## src/rtl/mem_arbiter.sv

```systemverilog
// Arbitrates icache and dcache traffic onto a single RAM port. Dcache has
// priority; a saturating counter forces an icache grant after STARVE_LIMIT dcache grants.
module mem_arbiter #(
  parameter int         STARVE_LIMIT = 4,
  parameter logic [1:0] RAM_FREE     = 2'b00,
  parameter logic [1:0] RAM_BUSY     = 2'b01,
  parameter logic [1:0] RAM_ACCESS   = 2'b10,
  parameter logic [1:0] RAM_ERROR    = 2'b11
) (
  input  logic        CLK,
  input  logic        nRST,
  input  logic        iREN,
  input  logic [31:0] iaddr,
  output logic        iwait,
  output logic [31:0] iload,
  input  logic        dREN,
  input  logic        dWEN,
  input  logic [31:0] daddr,
  input  logic [31:0] dstore,
  output logic        dwait,
  output logic [31:0] dload,
  output logic        ramREN,
  output logic        ramWEN,
  output logic [31:0] ramaddr,
  output logic [31:0] ramstore,
  input  logic [31:0] ramload,
  input  logic [1:0]  ramstate,
  output logic        err
);

  typedef enum logic [1:0] {IDLE, DSERVE, ISERVE} state_t;

  localparam logic [2:0] LIMIT = 3'(STARVE_LIMIT);

  state_t     state;
  logic [2:0] starve_cnt;
  logic       dreq;
  logic       access;

  assign dreq   = dREN | dWEN;
  assign access = (ramstate == RAM_ACCESS);

  always_ff @(posedge CLK) begin
    if (!nRST) begin
      state      <= IDLE;
      starve_cnt <= '0;
      err        <= 1'b0;
    end else begin
      case (state)
        IDLE: begin
          if (iREN && starve_cnt == LIMIT) begin
            state      <= ISERVE;
            starve_cnt <= '0;
          end else if (dreq) begin
            state <= DSERVE;
            if (iREN && starve_cnt != LIMIT) starve_cnt <= starve_cnt + 3'd1;
          end else if (iREN) begin
            state      <= ISERVE;
            starve_cnt <= '0;
          end
        end
        DSERVE, ISERVE: begin
          // A withdrawn request abandons the grant before RAM status is considered.
          if ((state == DSERVE) ? !dreq : !iREN) begin
            state <= IDLE;
          end else begin
            case (ramstate)
              RAM_ACCESS:         state <= IDLE;
              RAM_ERROR:          err   <= 1'b1;
              RAM_FREE, RAM_BUSY: state <= state;
              default:            state <= state;
            endcase
          end
        end
        default: state <= IDLE;
      endcase
    end
  end

  always_comb begin
    iwait    = 1'b1;
    dwait    = 1'b1;
    iload    = '0;
    dload    = '0;
    ramREN   = 1'b0;
    ramWEN   = 1'b0;
    ramaddr  = '0;
    ramstore = '0;
    case (state)
      DSERVE: begin
        ramaddr  = daddr;
        ramstore = dstore;
        ramWEN   = dWEN;
        ramREN   = dREN & ~dWEN;
        dload    = ramload;
        dwait    = ~(dreq & access);
      end
      ISERVE: begin
        ramaddr = iaddr;
        ramREN  = iREN;
        iload   = ramload;
        iwait   = ~(iREN & access);
      end
      default: ;
    endcase
  end

endmodule

```

## config.mk

```make
export PLATFORM = sky130hd
export DESIGN_NAME = mem_arbiter
export DESIGN_NICKNAME = d
export VERILOG_FILES = /design/src/rtl/mem_arbiter.sv
export SDC_FILE = /design/constraint.sdc
export NUM_CORES = 1
export LEC_CHECK = 0
export ABC_AREA = 0
export CAP_MARGIN = 20
export CELL_PAD_IN_SITES_DETAIL_PLACEMENT = 2
export CELL_PAD_IN_SITES_GLOBAL_PLACEMENT = 2
export CORE_ASPECT_RATIO = 1.5
export CORE_UTILIZATION = 10
export CTS_CLUSTER_DIAMETER = 150
export DETAILED_ROUTE_END_ITERATION = 6
export PLACE_DENSITY = 0.95
export SLEW_MARGIN = 30
export SYNTH_ARGS = -nofsm -noshare
export SYNTH_HDL_FRONTEND = slang
export SYNTH_SLANG_ARGS = --single-unit
```

## constraint.sdc

```tcl
create_clock -name CLK -period 4.2 [get_ports CLK]
set_input_delay 0.84 -clock CLK [delete_from_list [all_inputs] [get_ports CLK]]
set_output_delay 0.84 -clock CLK [all_outputs]
set_load 0.005 [all_outputs]
```

Word-level counts from Yosys, hierarchy flattened
Cells that the tools add are included.
{"block": "totals", "regBits": 6, "word_cells": 50, "input_bits": 135}
{"block": "classes", "reduce_logical": 10, "n_eq_ne": 9, "add_sub_neg": 1, "n_mux": 19, "n_bitwise": 8}
{"op": "$mux W32", "n": 3}
{"op": "$pmux W32 S2", "n": 1}
{"op": "$mux W3", "n": 4}
{"op": "$mux W2", "n": 5}
{"op": "$eq A2 B2 Y1 const B", "n": 3}
{"op": "$ne A3 B3 Y1 const B", "n": 2}
{"op": "$reduce_and A3 Y1", "n": 2}
{"op": "$mux W1", "n": 4}
{"op": "$ne A4 B4 Y1 const B", "n": 1}
{"op": "$not A1 Y1", "n": 4}
{"op": "$pmux W2 S2", "n": 1}
{"op": "$add A3 B1 Y3 const B", "n": 1}
{"op": "$and A1 B1 Y1", "n": 3}
{"op": "$eq A3 B3 Y1 const B", "n": 1}
{"op": "$ne A3 B1 Y1 const B", "n": 1}
{"op": "$reduce_bool A3 Y1", "n": 1}
{"op": "$eq A2 B1 Y1 const B", "n": 1}
{"op": "$logic_and A1 B1 Y1", "n": 2}
{"op": "$logic_not A1 Y1", "n": 2}
{"op": "$logic_not A2 Y1", "n": 1}
{"op": "$pmux W1 S2", "n": 1}
{"op": "$reduce_and A2 Y1", "n": 1}
{"op": "$reduce_or A2 Y1", "n": 1}
{"op": "$or A1 B1 Y1", "n": 1}

Logic depth before layout (Yosys ltp)
{"block": "logic_depth", "word_depth": 5, "ltp_mapped": 7}

Worst setup path after synthesis
OpenSTA, ideal clock, no wires.
{"block": "synth_timing", "path_kind": "register to output", "start": "register state[1]", "end": "output dload[12]", "n_path_buf": 3, "stages_incl_launch_ff": 7, "arrival_ps": 1242, "t_required_ps": 3360, "setup_slack_ps": 2118, "cell_sequence": "dfxtp_1 -> inv_1 -> ha_1 -> buf_2 -> buf_2 -> clkbuf_1 -> and2_1"}
{"block": "synth_via", "elab_chain_len": 2}
{"element": "start: declaration", "line_no": "35", "rtl": "state_t state;"}
{"element": "start signal: assignment", "line_no": "70", "rtl": "RAM_FREE, RAM_BUSY: state <= state;"}
{"element": "start signal: assignment", "line_no": "71", "rtl": "default: state <= state;"}
{"element": "$eq A2 B1 Y1", "line_no": "89", "rtl": "case (state)"}
{"element": "$mux W32", "line_no": "89"}
{"element": "end: declaration", "line_no": "21", "rtl": "output logic [31:0] dload,"}
Every way passes these cells.

Worst setup path after layout
{"block": "layout_timing", "start": "register state[1]", "end": "output ramaddr[25]"}
{"block": "layout_via", "elab_chain_len": 2, "elab_cells_between_ends": 3}
{"element": "$eq A2 B2 Y1 or $eq A2 B1 Y1 (tied branches)", "line_no": "89"}
{"element": "$pmux W32 S2 (*)", "line_no": "89"}
{"element": "end: declaration", "line_no": "24", "rtl": "output logic [31:0] ramaddr,"}
Every way passes the cells marked *; elsewhere a longest branch is shown, timed or not.

==> impl_metrics.ini <==
[run_status]
status = finished clean

[global_route]
grt_overflow = 0
antenna_found_initial = 0
grt_max_degree = 40
grt_pass1_vias = 2972
grt_use_total = 0.1381
grt_pass1_wl_um = 16710

[finish]
fill_cells = 1730
synthToLayoutAreaGrowth_pct = 193.1
stdcell_count = 680
fin_area_um2 = 4474
seqCellArea_um2 = 120.1
multi_input_comb_area_um2 = 1313
final_nets = 626
layout-drive-gt1-share = 0.02686
diodes = 0
fin_util = 0.3038

[setup_path]
regToRegStartpoint = state[1]
crit_path_end = ramaddr[25]
reg2reg_depth = 7
critical_path_required_ns = 3.36
r2r-end = state[1]
path_max_fanout = 36
path_class = reg -> out
cp.arrival_ns = 2.52
cp-startpoint = state[1]
cp-start-kind = flip-flop
worst_setup_path_end_kind = output port
r2r_setup_slack_ns = 1.67

[sta]
fmax_mhz = 297.6
setup_slack_ns = 0.8401
tns_ns = 0
setup_viol_count_final = 0
fin_crit_sh = 0.8000
period_needed_ns = 3.360
timing_hold_violations_final = 0
worst_pin_slew_ns = 0.6555
slew_headroom = 0.5630
skew_ns = 0.0009206
grt_setup_unrepaired = no
maxSlewViolCount = 0
timing.hold.ws_ns = 0.4917

[floorplan]
num_rows = 54
initial_core_util = 0.1036
fp.dieW_um = 102.9
core-area_um2 = 14730
die_area_um2 = 15770
die_height_um = 153.3
ios = 268

[run]
cap_violations = 0

[clock_tree]
cts_sinks = 6
path_clk_slew_ns = 0.03
numCtsBuffers = 3
cts-root-buf = clkbuf_16
cts_setup_buffers = 0
tritoncts = yes
insertion_delay_ns = 0.23
hold_buffers = 0
htree_levels = 1
post_cts_resized = 0
ctsLongestPathBuffers = 2

[placement]
portBuffers = 267
dp_cells = 677
placed_area_um2 = 4397
gp_routability_congestion = 0.8209
dpl.hpwl_um = 9977
pre_cts_ws_ns = 0.9979

[synth]
synth_cell_types = 25
synth_cells = 231
syn-num-nets = 371
synth_edf_count = 0
ys_async_sr_fraction = 0
synth_area_um2 = 1526
synth_ff_type = dfxtp_1
netlist.area_leader.share = 0.4057
synth_seq_cells = 6
synth.avg_cell_area_um2 = 6.608
yosysMostFrequentCell = and2_1
yosysWarnings = 0
seq_area_frac_synth = 0.07869
synth_top_cell_by_area = and2_1
synth.area.top_cells = and2_1 (41%), a22oi_1 (16%), nor2b_1 (14%), dfxtp_1 (7.9%), ha_1 (4.1%)
netlist_top_cells_count = and2_1 (99), nor2b_1 (34), a22oi_1 (32)

[route]
firstDrtPassIters = 4
drc = 0
drt-initial-drc-count = 44
ant_nets = 0
vias = 2684
drt-total-wl_um = 11790
routedWlPerCell_um = 17.34
vias_per_cell = 3.947

[pwr]
power_uw = 826.6
power-per-cell-area_nw_per_um2 = 184.7
leakage_nw = 1.564
vdd_ir_drop_max_mv = 0.1470

[hold_path]
hold_class = reg -> reg
-- worst min path at each step --
stage / from / end / slack (ns) / cells past startpoint
3_3_place_gp: state[1] / state[1] / 0.46 / 2
3_5_place_dp: starve_cnt[0] / starve_cnt[0] / 0.49 / 2
4_1_cts: starve_cnt[0] / starve_cnt[0] / 0.50 / 2
6_report: starve_cnt[0] / starve_cnt[0] / 0.49 / 2
2_1_floorplan: state[1] / state[1] / 0.45 / 2
5_1_grt: starve_cnt[0] / starve_cnt[0] / 0.52 / 2
-- cells in the final DEF (no fill, tap or decap), types with 3 or more instances in the layout --
| cell | netlist | final |
|---|---|---|
| clkdlybuf4s50_1 | 0 | 267 |
| and2_1 | 99 | 99 |
| nor2b_1 | 34 | 34 |
| a22oi_1 | 32 | 32 |
| nand2_1 | 7 | 7 |
| dfxtp_1 | 6 | 6 |
| inv_1 | 5 | 5 |
| o21ai_0 | 4 | 4 |
| buf_4 | 0 | 4 |
| nand3_1 | 3 | 3 |
| ha_2 | 0 | 3 |
| clkbuf_16 | 0 | 3 |
-- area by class of cell --
cell class | count | share of cell area
sequential | 6 | 0.02685
inverter | 5 | 0.004195
multi-input combinational | 199 | 0.2933
tap | 196 | 0.05481
clock buffer | 3 | 0.01678
timing repair buffer | 271 | 0.6040
-- per-layer routing --
metal | up-vias | part of all wire | global-route usage
li1 | 1272 | - | -
met1 | 1270 | 0.34 | 0.1320
met2 | 129 | 0.58 | 0.2971
met3 | 13 | 0.060 | 0.01372
met4 | 0 | 0.014 | 0.02683
met5 | - | 0 | 0
-- power by group --
group | total (mW) | internal (mW) | switching (mW)
Combinational | 0.606 | 0.376 | 0.230
Sequential | 0.0665 | 0.0623 | 0.00417
Clock | 0.154 | 0.122 | 0.0321
-- worst max-delay path: stages, from the launching register on --
cell and delay (ns):
dfxtp_1 0.32, inv_1 0.09, ha_2 0.61, buf_4 0.39
a22oi_1 0.15, nor2b_1 0.18, clkdlybuf4s50_1 0.53
-- kinds of logic (layout without fill, tap and decap cells) --
logic type | Yosys count | in the layout | synth area share
buf+inv | 26 | 279 | 0.06640
compound gates | 44 | 44 | 0.2082
mux | 1 | 1 | 0.006558
simple gates | 149 | 149 | 0.5992
flops | 6 | 6 | 0.07869
fa+ha+maj | 5 | 5 | 0.04098
-- state kept, by name, summed over array words and instances (netlist names) --
| register | flops |
|---|---|
| starve_cnt | 3 |
| state | 2 |
| err | 1 |
Note: power is estimated with default switching activity, not from simulation.
